--- src/rtl/uart_rx_sampler.sv ---
// UART receiver: 8N1, LSB first, with a 2-flop input synchronizer and mid-bit sampling.
// Produces one-cycle donerx/ferr pulses, and holds the last good byte on rx_data.
module uart_rx_sampler #(
  parameter int CLK_FREQ = 1000000,
  parameter int BAUD     = 9600
) (
  input  logic       clk,
  input  logic       rst,
  input  logic       rx,
  output logic [7:0] rx_data,
  output logic       donerx,
  output logic       ferr,
  output logic       busy
);

  localparam int BIT_CLKS = CLK_FREQ / BAUD;
  localparam int HALF     = BIT_CLKS / 2;
  localparam int CNT_W    = (BIT_CLKS > 1) ? $clog2(BIT_CLKS) : 1;

  localparam logic [CNT_W-1:0] BIT_LAST  = CNT_W'(BIT_CLKS - 1);
  localparam logic [CNT_W-1:0] HALF_LAST = CNT_W'(HALF - 1);

  typedef enum logic [2:0] {
    IDLE,
    START,
    DATA,
    STOP,
    BREAK
  } state_t;

  logic             rx_meta_q, rx_sync_q, rx_prev_q;
  state_t           state_q, state_d;
  logic [CNT_W-1:0] cnt_q, cnt_d;
  logic [2:0]       bit_idx_q, bit_idx_d;
  logic [7:0]       shift_q, shift_d;
  logic [7:0]       rx_data_q, rx_data_d;
  logic             donerx_q, donerx_d;
  logic             ferr_q, ferr_d;
  logic             busy_q, busy_d;
  logic             fall;

  // rx_prev_q lags the synchronized line by one cycle, so that a falling edge can be detected.
  assign fall = rx_prev_q & ~rx_sync_q;

  always_comb begin
    // NOTE: every _d gets a default first, so no path through the case leaves one unassigned (no latches).
    state_d   = state_q;
    cnt_d     = cnt_q;
    bit_idx_d = bit_idx_q;
    shift_d   = shift_q;
    rx_data_d = rx_data_q;
    donerx_d  = 1'b0;
    ferr_d    = 1'b0;

    unique case (state_q)
      IDLE: begin
        if (fall) begin
          state_d = START;
          cnt_d   = '0;
        end
      end
      START: begin
        if (cnt_q == HALF_LAST) begin
          cnt_d     = '0;
          bit_idx_d = '0;
          state_d   = rx_sync_q ? IDLE : DATA;
        end else begin
          cnt_d = cnt_q + 1'b1;
        end
      end
      DATA: begin
        if (cnt_q == BIT_LAST) begin
          cnt_d     = '0;
          shift_d   = {rx_sync_q, shift_q[7:1]};
          bit_idx_d = bit_idx_q + 1'b1;
          if (bit_idx_q == 3'd7) state_d = STOP;
        end else begin
          cnt_d = cnt_q + 1'b1;
        end
      end
      STOP: begin
        if (cnt_q == BIT_LAST) begin
          cnt_d = '0;
          if (rx_sync_q) begin
            rx_data_d = shift_q;
            donerx_d  = 1'b1;
            state_d   = IDLE;
          end else begin
            ferr_d  = 1'b1;
            state_d = BREAK;
          end
        end else begin
          cnt_d = cnt_q + 1'b1;
        end
      end
      BREAK: begin
        // A line held low is not a new start bit; wait for it to return high.
        if (rx_sync_q) state_d = IDLE;
      end
      default: state_d = IDLE;
    endcase

    busy_d = (state_d != IDLE);
  end

  // NOTE: every register here is reset, including the data registers, so that nothing powers up as X.
  always_ff @(posedge clk or negedge rst) begin
    if (!rst) begin
      rx_meta_q <= 1'b1;
      rx_sync_q <= 1'b1;
      rx_prev_q <= 1'b1;
      state_q   <= IDLE;
      cnt_q     <= '0;
      bit_idx_q <= '0;
      shift_q   <= '0;
      rx_data_q <= '0;
      donerx_q  <= 1'b0;
      ferr_q    <= 1'b0;
      busy_q    <= 1'b0;
    end else begin
      // NOTE: non-blocking assignments, so every flop samples its pre-edge inputs.
      rx_meta_q <= rx;
      rx_sync_q <= rx_meta_q;
      rx_prev_q <= rx_sync_q;
      state_q   <= state_d;
      cnt_q     <= cnt_d;
      bit_idx_q <= bit_idx_d;
      shift_q   <= shift_d;
      rx_data_q <= rx_data_d;
      donerx_q  <= donerx_d;
      ferr_q    <= ferr_d;
      busy_q    <= busy_d;
    end
  end

  assign rx_data = rx_data_q;
  assign donerx  = donerx_q;
  assign ferr    = ferr_q;
  assign busy    = busy_q;

endmodule

--- config.mk ---
export PLATFORM = sky130hd
export DESIGN_NAME = uart_rx_sampler
export DESIGN_NICKNAME = d
export VERILOG_FILES = /design/src/rtl/uart_rx_sampler.sv
export SDC_FILE = /design/constraint.sdc
export NUM_CORES = 1
export LEC_CHECK = 0
export ABC_AREA = 1
export BUFFER_PORTS_ARGS = -buffer_cell sky130_fd_sc_hd__buf_2
export CAP_MARGIN = 20
export CORE_MARGIN = 2
export CORE_UTILIZATION = 40
export CTS_BUF_LIST = sky130_fd_sc_hd__clkbuf_2 sky130_fd_sc_hd__clkbuf_4 sky130_fd_sc_hd__clkbuf_8
export CTS_CLUSTER_DIAMETER = 50
export CTS_CLUSTER_SIZE = 10
export DETAILED_ROUTE_END_ITERATION = 10
export PLACE_DENSITY = 0.68
export SLEW_MARGIN = 0
export SYNTH_ARGS = -nofsm -noshare
export SYNTH_HDL_FRONTEND = slang
export SYNTH_SLANG_ARGS = --single-unit
--- constraint.sdc ---
create_clock -name clk -period 3.5 [get_ports clk]
set_clock_uncertainty 0.2 [all_clocks]
set_input_delay 0.7 -clock clk [delete_from_list [all_inputs] [get_ports clk]]
set_output_delay 0.7 -clock clk [all_outputs]
set_load 0.01 [all_outputs]
* Word-level counts from Yosys, hierarchy flattened
Cells that the tools add are included.
** Word-level totals
- Bits in registers :: 35
- Input bits :: 3
- Output and inout bits :: 11
- Word-level logic and storage cells :: 56
** Cells by class
- Add/subtract/negate cells :: 2
- Equal/unequal tests :: 10
- Mux-type cells :: 22
- Bitwise gates (word level) :: 2
- Reduce and logical (&&, ||, !) cells :: 9
** Operators with widths (number)
- 3-bit two-way mux :: 9
- 7-bit two-way mux :: 3
- 7-bit one-hot mux with 3 select lines :: 1
- 3-bit one-hot mux with 5 select lines :: 1
- 7-bit by 1-bit adder with 7-bit output, second input constant :: 1
- 7-bit by 6-bit equality test with 1-bit output, second input constant :: 1
- 7-bit equality test, second input constant :: 1
- 3-bit by 2-bit equality test with 1-bit output, second input constant :: 2
- 3-bit equality test, second input constant :: 2
- 1-bit two-way mux :: 6
- 2-bit != test, second input constant :: 3
- 3-bit one-hot mux with 2 select lines :: 1
- 3-bit AND reduction :: 2
- 3-bit nonzero test :: 2
- 2-bit AND reduction :: 2
- 3-bit by 1-bit adder with 3-bit output, second input constant :: 1
- 3-bit by 1-bit equality test with 1-bit output, second input constant :: 1
- 3-bit logical NOT :: 1
- 2-bit two-way mux :: 1
- 2-bit nonzero test :: 1
- 2-bit OR reduction :: 1
- 1-bit AND :: 1
- 1-bit inverter :: 1

* Depth between registers and ports, before layout
Gate-level depths: netlist of run 1.
- Depth after elaboration :: 5
- Mapped depth :: 9
- Depth with buffers taken out :: 9

* Worst setup path before layout of run 1
Ideal clock, no wire load.
- Path type :: register -> register
- Start :: register cnt_q[0]
- End :: register rx_data_q[7] (netlist: rx_data[7])
- Library setup time :: 118 ps
- Data arrival time :: 1330 ps
- Data required time :: 3182 ps
- Slack :: 1852 ps
- Stages on the path, launching flop included :: 10
- Path buffers :: 1
- Clock period less this slack :: 1648 ps
- Cells stage by stage :: dfrtp_1 ha_1 inv_1 nor2_4 nand3_4 nor2_4 nand2_4 buf_6 nand2_2 o21ai_2
** On the way
- Word-level cells in the longest chain between the ends :: 2
** Ends and longest elaborated chain
- start: declaration :: RTL line 33 : logic [CNT_W-1:0] cnt_q, cnt_d;
- start signal: assignment :: RTL line 126 : cnt_q <= cnt_d;
- 7-bit equality test :: RTL line 82 : if (cnt_q == BIT_LAST) begin
- 3-bit AND reduction (no source line)
- end signal: assignment :: RTL line 129 : rx_data_q <= rx_data_d;
- end: declaration :: RTL line 36 : logic [7:0] rx_data_q, rx_data_d;
No other way between the ends.
A chain may end at the register's enable or synchronous reset.

* Worst setup path after layout of run 1
- Start :: register cnt_q[0]
- End :: register busy_q (netlist: busy)
** On the way
- Word-level cells in the longest chain between the ends :: 4
- Elaborated cells between the ends (all ways) :: 7
- Those cells by class :: eq/ne (2); mux (4); reduce/logical (1)
** Ends and longest elaborated chain
- 7-bit equality test or 7-bit by 6-bit equality test with 1-bit output (tied branches) :: RTL line 72, 82, 63
- 3-bit two-way mux (on tied branches) :: RTL line 82, 63, 72
- 3-bit one-hot mux with 5 select lines * :: RTL line 55 : unique case (state_q)
- 3-bit nonzero test * :: RTL line 103 : busy_d = (state_d != IDLE);
- via busy_d :: RTL line 39 : logic busy_q, busy_d;
- end signal: assignment :: RTL line 132 : busy_q <= busy_d;
- end: declaration :: RTL line 39
Mark *: on every way through the listed nets, which the timed path passes. The rest lies on a longest branch.

==> impl_metrics.yaml, run 1 <==
setup_path:
  crit_slowest_cell: "dfrtp_1"
  start_kind: "flip-flop"
  slowest_delay_ns: 0.41
  reg2reg_depth: 8
  critPathTopFamily: "simple AND/OR/NAND/NOR gates"
  r2r_end: "busy"
  crit_type: "reg2reg"
  required_ns: 3.46
  r2r_start: "cnt_q[0]"
  reg2reg_slack_ns: 1.73
  worstSetupEndpointType: "flip-flop"
  cp_cell_sequence: "ha_1 > inv_1 > nor2_1 > nand3_2 > nand2_1 > nand3_1 > nor2_1 > nand3_1"
  worstPathMaxFanout: 5
  cp.arrival_ns: 1.73
  cp_num_buf_inv: 1
placement:
  gp_congestion: 0.862
  dp_hpwl_mm: 2.01
  port_buffers: 13
global_route:
  grt_max_degree: 36
  overflow: 0
  grt_util_all_layers: 0.139
  grt_pass1_vias: 1104
  grt_pass1_wl_mm: 4.67
  antenna_found_initial: 0
cts:
  post_cts_buffers: 0
  cts_resized: 0
  clk_pin_slew_ns: 0.07
  cts_buffer_depth: 2
  clock_latency_ns: 0.29
  root_buffer: "clkbuf_8"
  numCtsBuffers: 5
  htreeDepth: 2
  holdBufCountCts: 0
  tritoncts: "built"
  clock_sinks: 35
synth:
  ys.flop_type: "dfrtp_1"
  synthTopCellsByCount: "nand2_1 (37), dfrtp_1 (32), inv_1 (24)"
  syn_area_um2: 1670
  yosysSeqAreaShare: 0.527
  synth_async_sr_flop_share: 1.00
  netlist.area_leader.share: 0.480
  synth-warning-count: 0
  synth_edf_count: 0
  syn_nets: 194
  synth_area_leaders: "dfrtp_1 (48%), nand2_1 (8.3%), nand3_1 (5.4%)"
  syn_inst: 188
  synth_area_per_cell_um2: 8.87
  synth_most_common_cell: "nand2_1"
  synth_area_leader_cell: "dfrtp_1"
  yosysUniqueCellTypes: 26
  synth-seq-cells: 35
timing:
  tightestPinTransition_ns: 0.760
  finalHoldViolCount: 0
  finalCritPeriodShare: 0.507
  drv_slew: 0
  setup-violations-final: 0
  min_period_ns: 1.77
  rsz0062_at_grt: "false"
  relSlewSlack: 0.494
  fmax_mhz: 564
  fin_setup_tns_ns: 0
power:
  p_comb_frac: 0.187
  p_seq_frac: 0.437
  p_sw_uw: 341
  powerDensity_nw_per_um2: 606
  ir_drop_uv: 313
  swShare: 0.294
  total_power_uw: 1160
  p_int_uw: 818
  power_frac_clock: 0.376
  cellLeakagePower_uw: 0.000946
floorplan:
  dieWidth_um: 68.6
  floorplan.initialDensity: 0.417
  die_h_um: 68.6
  ioPinCount: 14
  core_region_area_um2: 4000
  dieArea_um2: 4700
  fp-row-count: 23
drt:
  first_pass_iters: 4
  vias: 1214
  viasPerCell: 4.72
  wl_mm: 2.78
  wl_per_cell_um: 10.8
  drtIter0Drc: 109
  drcViolationCount: 0
  antenna_left: 0
final_layout:
  area_delta_synth_final_pct: 14.7
  drive_gt1_frac: 0.227
  final_nets: 212
  diodes: 0
hold_path:
  whs_endpoint: "rx_sync_q"
  hp-class: "reg2reg"
  hold_path.startpoint: "rx_meta_q"
  whs_path_depth: 0
flow_run:
  maxCapViolCount: 0
outcome:
  outcome: "finished, final reports clean"
## flip-flops by register name (all words and copies together), names as in the netlist
name,count
cnt_q,7
rx_sync_q,1
rx_prev_q,1
ferr,1
state_q,3
donerx,1
busy,1
bit_idx_q,3
shift_q,8
rx_data,8
rx_meta_q,1
## placed cells by master, fill, tap and decap left out, drive strengths merged, types with 3 or more instances in the layout
cell type  Yosys  final
nand2         41     41
dfrtp         32     32
inv           29     29
nor2          22     22
nand3         21     21
o21ai         20     20
buf            2     13
clkbuf         0      6
clkinv         3      3
xor2           3      3
a21oi          3      3
ha             3      3
dfstp          3      3
## stage by stage
step	utilization	cells	area (µm²)	hold WS [ns]	worst slack (ns)
floorplan	-	188	1670	0.145	1.85
CTS	0.478	257	1910	0.159	1.71
detailed placement	0.444	249	1780	0.149	1.73
finish	0.478	257	1910	0.159	1.73
global placement	0.444	249	1780	0.147	1.75
global route	0.478	257	1910	0.165	1.52
## per-layer routing
layer,part of all wire,up-vias,wire length [µm],track usage
met4,0.030,0,84,0.0775
met3,0.060,9,166,0.0536
met5,0,-,0,0
met2,0.44,26,1220,0.200
li1,-,636,-,-
met1,0.47,543,1310,0.179
## kinds of logic (layout without fill, tap and decap cells)
group                    after synthesis  count (layout)  share of synthesized area
adder cells (fa/ha/maj)                3               3                     0.0225
AO/OA/AOI/OAI                         25              25                     0.0953
flip-flops                            35              35                      0.527
buffers and inverters                 34              53                     0.0833
XOR/XNOR                               3               3                     0.0158
AND/OR/NAND/NOR                       88              88                      0.256
## worst max path at each step
stage             start            to  cells past startpoint
4_1_cts        cnt_q[0]    rx_data[0]                      9
2_1_floorplan  cnt_q[0]    rx_data[7]                      9
5_1_grt        cnt_q[0]  bit_idx_q[0]                      7
3_3_place_gp   cnt_q[0]    rx_data[0]                      9
3_5_place_dp   cnt_q[0]    rx_data[0]                      9
6_report       cnt_q[0]          busy                      8
## power groups by stage
stage	clock network (µW)	logic, µW	registers, µW
final	436	216	506
after global routing	464	254	516
after global placement	0	214	513
after CTS	443	218	507
after floorplan	0	170	505
after detailed placement	0	217	513
## cell type report
cell class                      instances  area, µm²
Clock inverter                          2       60.1
Inverter                               32        120
Multi-Input combinational cell        119        649
Clock buffer                            6       76.3
Tap cell                               50       62.6
Sequential cell                        35        880
Timing Repair Buffer                   13       65.1
Fill cell                             381       2090
No activity file was read; power rests on OpenSTA's default activity.
==> run 2, diff against run 1 <==
- clock period: 3.5 -> 1.7 ns (I/O delays scaled with it)
==> run 2 against run 1 <==
Worst hold slack lost 0.0023 ns. Design area increased by 3.3%. Global-route usage up 0.83 points. Die area unchanged. Count of clock-buffer cells in the layout did not move. Combinational power increased by 150%. Power is 87% higher. Critical path type unchanged. Highest routed layer unchanged.
==> impl_metrics.yaml, run 2 (same netlist as run 1, synthesis figures left out) <==
global_route:
  grt_util_all_layers: 0.147
  grt_pass1_vias: 1094
  overflow: 0
  antenna_found_initial: 0
  grt_max_degree: 22
  grt_pass1_wl_mm: 4.93
outcome:
  outcome: "finished, final reports clean"
timing:
  setup-violations-final: 0
  relSlewSlack: 0.766
  fmax_mhz: 626
  drv_slew: 0
  fin_setup_tns_ns: 0
  finalCritPeriodShare: 0.940
  min_period_ns: 1.60
  setup_slack_ns: 0.102
  whs_ns: 0.156
  finalHoldViolCount: 0
  rsz0062_at_grt: "false"
  tightestPinTransition_ns: 0.351
drt:
  wl_per_cell_um: 11.3
  drtIter0Drc: 44
  vias: 1239
  drcViolationCount: 0
  first_pass_iters: 4
  viasPerCell: 4.64
  wl_mm: 3.02
  antenna_left: 0
floorplan:
  fp-row-count: 23
  dieWidth_um: 68.6
  core_region_area_um2: 4000
  ioPinCount: 14
  die_h_um: 68.6
  dieArea_um2: 4700
  floorplan.initialDensity: 0.417
cts:
  clk_pin_slew_ns: 0.07
  root_buffer: "clkbuf_8"
  cts_buffer_depth: 2
  htreeDepth: 2
  post_cts_buffers: 0
  clock_sinks: 35
  clock_latency_ns: 0.28
  tritoncts: "built"
  numCtsBuffers: 5
placement:
  port_buffers: 13
  dp_hpwl_mm: 2.25
  gp_congestion: 0.882
  pre_cts_ws_ns: 0.0104
power:
  cellLeakagePower_uw: 0.000963
  ir_drop_uv: 609
  powerDensity_nw_per_um2: 1100
final_layout:
  layout_commonest_cell: "nand2_1"
  diodes: 0
  layout_common_cells: "nand2_1 (37), dfrtp_1 (30), inv_1 (23), nand3_1 (18), nor2_1 (16)"
  drive_gt1_frac: 0.286
  fill_cells: 378
  seq_area_um2: 882
  multi_input_area_um2: 666
  final_nets: 222
  area_delta_synth_final_pct: 18.5
hold_path:
  hp-class: "reg2reg"
setup_path:
  required_ns: 1.66
  worstPathMaxFanout: 4
  crit_type: "reg2reg"
  worstSetupEndpointType: "flip-flop"
  cp.arrival_ns: 1.56
  start_kind: "flip-flop"
flow_run:
  maxCapViolCount: 0
[run 2: power by group]
group / internal (µW) / switching (µW) / total (µW) / leakage (µW)
logic: 219 / 320 / 539 / 0.000459
registers: 927 / 114 / 1040 / 0.000459
clock network: 302 / 285 / 587 / 0.0000446
total: 1450 / 719 / 2170 / 0.000963
[run 2: metal layers]
| metal | global-route usage | up-vias | wire length (µm) |
|---|---|---|---|
| li1 | - | 657 | - |
| met1 | 0.199 | 563 | 1480 |
| met2 | 0.213 | 14 | 1370 |
| met3 | 0.0438 | 5 | 100 |
| met4 | 0.0750 | 0 | 68 |
| met5 | 0 | - | 0 |
[run 2: repair_timing]
action,CTS,global route
endpoints found under the hold margin,15,0
hold buffers,2,0
gates resized for setup,1,8
endpoints found under the setup margin,1,15
[run 2: final cells by class]
type / instances / share of cell area
Multi-Input combinational cell: 119 / 0.337
Inverter: 32 / 0.0608
Sequential cell: 35 / 0.446
Clock buffer: 6 / 0.0386
Clock inverter: 2 / 0.00633
Tap cell: 50 / 0.0316
Timing Repair Buffer: 23 / 0.0797
[run 2: worst paths after layout]
path / start / endpoint / slack (ns) / depth (start not counted)
max in group asynchronous: rst / rx_sync_q / 0.52 / 3
setup / recovery: cnt_q[0] / busy / 0.10 / 8
min in group asynchronous: rst / cnt_q[3] / 0.28 / 2
hold / removal: rx_meta_q / rx_sync_q / 0.16 / 0
setup reg to reg: cnt_q[0] / busy / 0.10 / 8
hold reg to reg: rx_meta_q / rx_sync_q / 0.16 / 0
[run 2: metrics by stage]
stage	power (µW)	cell area, µm²	utilization	instances
2_1_floorplan	1390	1670	-	188
3_3_place_gp	1570	1850	0.462	257
3_5_place_dp	1580	1850	0.462	257
4_1_cts	2180	1960	0.490	267
5_1_grt	2320	1980	0.494	267
6_report	2170	1980	0.494	267
[run 2: worst max-delay path: stages, from the launching register on]
cell	delay, ns
dfrtp_1	0.35
ha_1	0.20
inv_2	0.08
nor2_2	0.11
nand3_2	0.12
nand2_1	0.11
nand3_1	0.09
nor2_2	0.12
nand3_1	0.09
